$ cat src/rtl/stream_distributor.sv
// rtl/stream_distributor.sv - registered 1-to-N valid/ready distributor (directed, round-robin, broadcast, discard)
//
// Ports:
//   clk, rst_n      rising-edge clock, asynchronous active-low reset
//   enable          gate for accepting new words; held words always drain
//   mode            00 directed, 01 round-robin, 10 broadcast, 11 discard
//   select_line     target channel in directed mode
//   in_valid/in_ready/input_data   producer handshake
//   out_valid/out_ready/out_data   per-channel consumer handshake, lane i at [i*DATA_W +: DATA_W]
//   drop_cnt        saturating count of words accepted with no target channel
module stream_distributor #(
    parameter int  DATA_W = 8,
    parameter int  N_OUT  = 4,
    localparam int SEL_W  = $clog2(N_OUT)
) (
    input  logic                      clk,
    input  logic                      rst_n,
    input  logic                      enable,
    input  logic [1:0]                mode,
    input  logic [SEL_W-1:0]          select_line,
    input  logic                      in_valid,
    output logic                      in_ready,
    input  logic [DATA_W-1:0]         input_data,
    output logic [N_OUT-1:0]          out_valid,
    input  logic [N_OUT-1:0]          out_ready,
    output logic [N_OUT*DATA_W-1:0]   out_data,
    output logic [15:0]               drop_cnt
);

    localparam logic [1:0] MODE_DIRECTED  = 2'b00;
    localparam logic [1:0] MODE_ROUND     = 2'b01;
    localparam logic [1:0] MODE_BROADCAST = 2'b10;

    logic [N_OUT-1:0]        valid_q, valid_d;
    logic [N_OUT*DATA_W-1:0] data_q, data_d;
    logic [15:0]             drop_cnt_q, drop_cnt_d;
    logic [SEL_W-1:0]        ptr_q, ptr_d;

    logic [N_OUT-1:0]        target;
    logic [N_OUT-1:0]        slot_free;
    logic                    accept;

    // Target set for the word presented this cycle. An out-of-range select
    // simply matches no channel, which turns the word into a drop.
    always_comb begin
        target = '0;
        for (int i = 0; i < N_OUT; i++) begin
            case (mode)
                MODE_DIRECTED:  target[i] = (select_line == SEL_W'(i));
                MODE_ROUND:     target[i] = (ptr_q == SEL_W'(i));
                MODE_BROADCAST: target[i] = 1'b1;
                default:        target[i] = 1'b0;
            endcase
        end
    end

    // A slot may be refilled in the same cycle its current word drains.
    assign slot_free = ~valid_q | out_ready;

    // All targets must be free together so a broadcast never partially lands.
    assign in_ready = rst_n & enable & ~|(target & ~slot_free);
    assign accept   = in_valid & in_ready;

    always_comb begin
        valid_d    = valid_q;
        data_d     = data_q;
        drop_cnt_d = drop_cnt_q;
        ptr_d      = ptr_q;

        for (int i = 0; i < N_OUT; i++) begin
            if (accept && target[i]) begin
                valid_d[i]                  = 1'b1;
                data_d[i*DATA_W +: DATA_W]  = input_data;
            end else if (valid_q[i] && out_ready[i]) begin
                // Drained lanes are zeroed so idle lanes always read 0.
                valid_d[i]                  = 1'b0;
                data_d[i*DATA_W +: DATA_W]  = '0;
            end
        end

        if (accept && (target == '0) && (drop_cnt_q != 16'hFFFF)) begin
            drop_cnt_d = drop_cnt_q + 16'd1;
        end

        if (accept && (mode == MODE_ROUND)) begin
            if (ptr_q == SEL_W'(N_OUT - 1)) begin
                ptr_d = '0;
            end else begin
                ptr_d = ptr_q + 1'b1;
            end
        end
    end

    always_ff @(posedge clk or negedge rst_n) begin
        if (!rst_n) begin
            valid_q    <= '0;
            data_q     <= '0;
            drop_cnt_q <= '0;
            ptr_q      <= '0;
        end else begin
            valid_q    <= valid_d;
            data_q     <= data_d;
            drop_cnt_q <= drop_cnt_d;
            ptr_q      <= ptr_d;
        end
    end

    assign out_valid = valid_q;
    assign out_data  = data_q;
    assign drop_cnt  = drop_cnt_q;

endmodule

$ cat config.mk
export PLATFORM = sky130hd
export DESIGN_NAME = stream_distributor
export DESIGN_NICKNAME = d
export VERILOG_FILES = /design/src/rtl/stream_distributor.sv
export SDC_FILE = /design/constraint.sdc
export NUM_CORES = 1
export LEC_CHECK = 0
export CAP_MARGIN = 20
export CORE_MARGIN = 2
export CORE_UTILIZATION = 30
export DETAILED_ROUTE_END_ITERATION = 12
export PLACE_DENSITY = 0.53
export SETUP_SLACK_MARGIN = 0.1
export SYNTH_ARGS = -nofsm -noshare
export SYNTH_HDL_FRONTEND = slang
export SYNTH_SLANG_ARGS = --single-unit
$ cat constraint.sdc
create_clock -name clk -period 4.7 [get_ports clk]
set_input_delay 0.705 -clock clk [delete_from_list [all_inputs] [get_ports clk]]
set_output_delay 0.705 -clock clk [all_outputs]
set_load 0.02 [all_outputs]
==> results of run 1 <==
## cells in the mapped netlist
cell        n
dfrtp_1    54
nand2_1    47
mux2i_1    32
inv_1      15
xor2_1     13
nor2b_1     9
nand3_1     7
nor2_1      7
nor3_1      7
nor4_1      7
buf_6       6
nand4_1     4
nor3_2      4
o211ai_1    4
and3_1      3
ha_1        3
mux2_2      3
or2_1       3
nand2b_1    2
or2_2       2
xnor2_1     2
a2111o_1    1
a211o_1     1
a22oi_1     1
a2bb2oi_1   1
and4_1      1
buf_2       1
buf_4       1
nor3b_1     1
nor4_2      1
o2111ai_1   1
o21ba_4     1
o22ai_1     1
o41ai_1     1
or3b_1      1
## metal layers
layer | GRT usage, % | wire [µm] | up-vias
met4 | 3.21 | 68 | 0
met5 | 0 | 0 | -
li1 | - | - | 991
met2 | 22.0 | 3020 | 46
met1 | 19.5 | 3050 | 991
met3 | 3.65 | 309 | 6
## worst max-delay path, cell delays in order
cell             delay (ns)
clkdlybuf4s50_1        0.58
a211o_1                0.36
o211ai_1               0.09
nand3_1                0.36
nor2_1                 0.20
clkdlybuf4s50_1        0.62
## worst min path at each step
stage	cells after the start	endpoint	start	slack [ns]
after global routing	1	drop_cnt[15]$_DFFE_PN0P_	drop_cnt[15]$_DFFE_PN0P_	0.55
after CTS	1	drop_cnt[15]$_DFFE_PN0P_	drop_cnt[15]$_DFFE_PN0P_	0.52
after floorplan	0	drop_cnt[0]$_DFFE_PN0P_	rst_n	0.41
after detailed placement	1	drop_cnt[15]$_DFFE_PN0P_	drop_cnt[15]$_DFFE_PN0P_	0.50
final	1	drop_cnt[15]$_DFFE_PN0P_	drop_cnt[15]$_DFFE_PN0P_	0.52
after global placement	1	drop_cnt[9]$_DFFE_PN0P_	drop_cnt[9]$_DFFE_PN0P_	0.50
## final cells by class
| type | count | area [µm²] |
|---|---|---|
| Timing Repair Buffer | 75 | 738 |
| Sequential cell | 54 | 1350 |
| Tap cell | 108 | 135 |
| Fill cell | 857 | 5060 |
| Inverter | 15 | 56.3 |
| Clock buffer | 6 | 82.6 |
| Clock inverter | 2 | 38.8 |
| Multi-Input combinational cell | 171 | 1170 |
## cells by family (layout without fill, tap and decap cells)
kind of cell	Yosys count	in the layout	share of synthesized area [%]
and+or+nand+nor	106	106	20.3
adders and majority gates	3	3	1.41
DFF	54	54	50.9
AOI/OAI and AO/OA	12	12	4.01
muxes	35	35	13.3
buffers and inverters	23	98	5.14
xor gates and xnor gates	15	15	4.95
## power breakdown
group | leakage [nW] | switching (mW) | internal [mW] | total (mW)
Clock | 0.0618 | 0.156 | 0.175 | 0.332
Combinational | 0.811 | 0.284 | 0.268 | 0.552
Sequential | 0.699 | 0.0779 | 0.569 | 0.647
## flip-flops by register name (all words and copies together), names as in the netlist
signal	cells
drop_cnt	16
out_data	32
out_valid	4
ptr_q	2
==> results by group, run 1 <==
CTS
  • Clock Tree Root: clkbuf_8
  • Hold buffer count at CTS: 0
  • Post-CTS Resized: 0
  • CTS Sinks: 54
  • Clk pin slew, worst setup/hold paths: 0.10 ns
  • H-tree levels: 2
  • Worst skew pair latency: 0.31 ns
  • Clock buffer depth: 2
  • Post-CTS Setup Bufs: 0
  • CTS tree: done
  • Total CTS buffers: 5

Worst setup path
  • Reg2reg start: ptr_q[0]$_DFFE_PN0P_
  • Crit path to: in_ready
  • Critical path origin: mode[0]
  • Worst reg2reg setup slack: 2.09 ns
  • RR Endpoint: out_data[3]$_DFFE_PN0P_
  • Worst EP required: 3.99 ns
  • Critical setup path kind: input port to output port
  • Largest fanout on the critical path: 11
  • Startpoint Class: input port
  • CP Data Arrival Time: 2.92 ns
  • Reg2reg path depth: 6
  • Critical Path Sink Type: output port

Timing
  • Minimum clock period after layout: 3.63 ns
  • Final Setup Violations: 0
  • Fin. max-slew vios: 0
  • Unrepaired setup endpoints after global routing: no
  • Setup TNS: 0 ns
  • Clock Skews: 0.00583 ns
  • Worst-Margin Slew: 0.911 ns
  • Fin crit share: 77.1%
  • WHS: 0.518 ns
  • Final hold violations: 0
  • Setup slack after layout: 1.07 ns
  • Fmax achieved: 276 MHz
  • Slew HR: 39.0%

Floorplan
  • Die ar.: 9620 µm²
  • Die X: 98.1 µm
  • Core Region: 8640 µm²
  • Initial Utilization: 30.7%
  • DIE HEIGHT: 98.1 µm
  • I/O Pins: 73
  • FP Rows: 34

Synthesis
  • Synth Net Count: 271
  • Post-synth top area cell: dfrtp_1
  • Largest cells by area after synthesis: dfrtp_1 51%, mux2i_1 12%, nand2_1 6.6%
  • Sequential area share after synthesis: 50.9%
  • Warnings from Yosys: 0
  • Syn Area/Cell: 10.7 µm²
  • Post-Syn Area: 2660 µm²
  • Mapped Cells: 248
  • Top-area cell type share of the netlist area: 50.9%
  • Cell variety after synth: 35
  • Flops & latches, synth: 54

Routing
  • Final wirelength: 6450 µm
  • Routed WL per cell: 15.0 µm
  • DR vias: 2,034
  • Drt drc: 0
  • DR vias/cell: 4.72
  • Starting DRT DRC Count: 72
  • First-pass DRT Iterations: 4
  • ANT nets after route: 0

Flow run
  • Max Cap Violations: 0

Final layout
  • Commonest non-fill, non-tap cell in the layout: clkdlybuf4s50_1
  • Layout cells sized above 1: 7.43%
  • Antenna Cells: 0
  • NumNets Final: 345
  • Non-filler cells, final: 431
  • Commonest cells after routing, fill and taps aside: 71 x clkdlybuf4s50_1, 54 x dfrtp_1, 47 x nand2_1, 32 x mux2i_1, 15 x inv_1
  • Post-route cell area: 3580 µm²
  • Area Growth Syn to Fin: 34.7%
  • Final core occ: 41.4%

Status
  • Status: finished clean

Global route
  • Global-route wire length before repair: 10,800 µm
  • Global-route total usage across every layer: 14.0%
  • Vias in the first global route: 2,033
  • Grt total ovfl: 0
  • Number of antenna violations at the first check in global routing: 0
  • Largest net degree at the start of global routing: 55

Power and ir drop
  • Static Leak: 1.57 nW
  • Maximum vdd drop: 0.000232 V
  • Power Total: 1.53 mW
  • P per Cell Area: 428 nW/µm²

Place
  • Pre-CTS setup slack: 1.06 ns
  • Post-detail-place hpwl: 4830 µm
  • GP Congestion: 0.773
  • DP Area: 3450 µm²
  • PortBufs: 72
  • Placed cell count: 423

Hold path
  • Min-delay worst type: register to register
(Power assumes the default switching activity.)
==> run 2: changes to the inputs <==
==> constraint.sdc (replaced) <==
create_clock -name clk -period 3.5 [get_ports clk]
set_input_delay 0.525 -clock clk [delete_from_list [all_inputs] [get_ports clk]]
set_output_delay 0.525 -clock clk [all_outputs]
set_load 0.02 [all_outputs]
==> results by group, run 2 (synthesized netlist as in run 1, its figures left out) <==
Final layout
  • Final core occ: 41.5%
  • NumNets Final: 349
  • Register area: 1350 µm²
  • Fillcell total: 863
  • Antenna Cells: 0
  • Layout cells sized above 1: 8.56%
  • Area of the multi-input gates: 1170 µm²
  • Max reg flops: 32
  • Commonest cells after routing, fill and taps aside: 71 x clkdlybuf4s50_1, 54 x dfrtp_1, 47 x nand2_1, 32 x mux2i_1, 15 x inv_1
  • Post-route cell area: 3580 µm²
  • Area Growth Syn to Fin: 34.8%
  • Non-filler cells, final: 435
  • Commonest non-fill, non-tap cell in the layout: clkdlybuf4s50_1

Floorplan
  • FP Rows: 34
  • Die ar.: 9620 µm²
  • I/O Pins: 73
  • DIE HEIGHT: 98.1 µm
  • Initial Utilization: 30.7%
  • Die X: 98.1 µm
  • Core Region: 8640 µm²

Timing
  • Fin. max-slew vios: 0
  • Slew HR: 53.3%
  • Unrepaired setup endpoints after global routing: no
  • Setup TNS: 0 ns
  • Final Setup Violations: 0
  • Minimum clock period after layout: 3.16 ns
  • Worst-Margin Slew: 0.700 ns
  • Clock Skews: 0.0175 ns
  • Setup slack after layout: 0.336 ns
  • Final hold violations: 0
  • Fin crit share: 90.4%
  • Fmax achieved: 316 MHz

CTS
  • Clk pin slew, worst setup/hold paths: 0.11 ns
  • CTS Sinks: 54
  • Post-CTS Resized: 0
  • Clock buffer depth: 2
  • Worst skew pair latency: 0.31 ns
  • Post-CTS Setup Bufs: 0
  • Total CTS buffers: 5
  • H-tree levels: 2
  • CTS tree: done
  • Clock Tree Root: clkbuf_8
  • Hold buffer count at CTS: 0

Routing
  • First-pass DRT Iterations: 5
  • Drt drc: 0
  • Routed WL per cell: 14.9 µm
  • DR vias: 2,036
  • DR vias/cell: 4.68
  • Starting DRT DRC Count: 98
  • ANT nets after route: 0
  • Final wirelength: 6480 µm

Global route
  • Vias in the first global route: 2,055
  • Largest net degree at the start of global routing: 55
  • Global-route wire length before repair: 10,900 µm
  • Number of antenna violations at the first check in global routing: 0
  • Global-route total usage across every layer: 14.0%
  • Grt total ovfl: 0

Status
  • Status: finished clean

Worst setup path
  • Critical Path Sink Type: output port
  • CP Data Arrival Time: 2.64 ns
  • Top Family by Delay on Critical Path: buffers and inverters
  • Worst reg2reg setup slack: 0.99 ns
  • Critical setup path kind: input port to output port
  • Worst Path Buf+Inv: 2
  • CP max-delay cell: clkdlybuf4s50_1
  • Most frequent CP cell: clkdlybuf4s50_1
  • Crit-path max cell delay: 0.65 ns
  • Cells along the critical path: clkdlybuf4s50_1 > or3b_1 > a22oi_1 > a2111o_1 > nor2_1 > clkdlybuf4s50_1
  • Worst EP required: 2.97 ns
  • Startpoint Class: input port
  • Largest fanout on the critical path: 10

Place
  • GP Congestion: 0.781
  • PortBufs: 72
  • Pre-CTS setup slack: 0.354 ns
  • Post-detail-place hpwl: 4810 µm
  • Placed cell count: 427
  • DP Area: 3480 µm²

Power and ir drop
  • Maximum vdd drop: 0.000282 V
  • Static Leak: 1.58 nW
  • P per Cell Area: 550 nW/µm²

Hold path
  • Min-delay worst type: input port to async pin

Flow run
  • Max Cap Violations: 0
==> run 2: cell count changes in the layout (fill, tap and decap cells not counted), sizes merged <==
| cell | before | now |
|---|---|---|
| clkinv | 0 | 3 |
| buf | 4 | 8 |
| clkbuf | 6 | 5 |
| inv | 16 | 15 |
| bufinv | 1 | 0 |
==> run 2: metrics by stage <==
step	total power, mW	hold slack, ns
floorplan	1.26	0.229
global placement	1.63	0.501
detailed placement	1.64	0.507
CTS	2.00	0.452
global route	2.11	0.468
finish	1.97	0.400
==> run 2: final cells by class <==
type | count | share of cell area (%)
Sequential cell | 54 | 37.7
Multi-Input combinational cell | 171 | 32.8
Timing Repair Buffer | 79 | 21.5
Tap cell | 108 | 3.77
Clock buffer | 5 | 1.92
Inverter | 15 | 1.57
Clock inverter | 3 | 0.734
==> run 2: final timing paths <==
check / startpoint / end / cells past startpoint
setup / recovery: mode[1] / in_ready / 6
hold / removal: rst_n / out_data[24]$_DFFE_PN0P_ / 2
setup reg to reg: ptr_q[0]$_DFFE_PN0P_ / drop_cnt[1]$_DFFE_PN0P_ / 7
hold reg to reg: drop_cnt[9]$_DFFE_PN0P_ / drop_cnt[9]$_DFFE_PN0P_ / 1
max in group asynchronous: rst_n / out_data[3]$_DFFE_PN0P_ / 2
min in group clk: drop_cnt[9]$_DFFE_PN0P_ / drop_cnt[9]$_DFFE_PN0P_ / 1
==> run 2: power by group <==
group	internal [mW]	total, mW	switching [mW]
Combinational	0.363	0.746	0.383
Sequential	0.763	0.870	0.107
Clock	0.145	0.354	0.209
Total	1.27	1.97	0.699
==> run 2: worst reg2reg max path, delay by kind of cell (launching register included) <==
kind	cells	cell delay [ns]
AO/OA/AOI/OAI	2	0.89
flip-flops	1	0.46
AND/OR/NAND/NOR	2	0.41
multiplexers	1	0.35
adder cells (fa/ha/maj)	1	0.22
buffers and inverters	1	0.07
==> run 2: per-layer routing <==
layer / vias up / routed length (µm) / track usage, %
li1: 996 / - / -
met1: 995 / 3180 / 20.0
met2: 43 / 2960 / 21.7
met3: 2 / 295 / 3.87
met4: 0 / 40 / 2.24
met5: - / 0 / 0
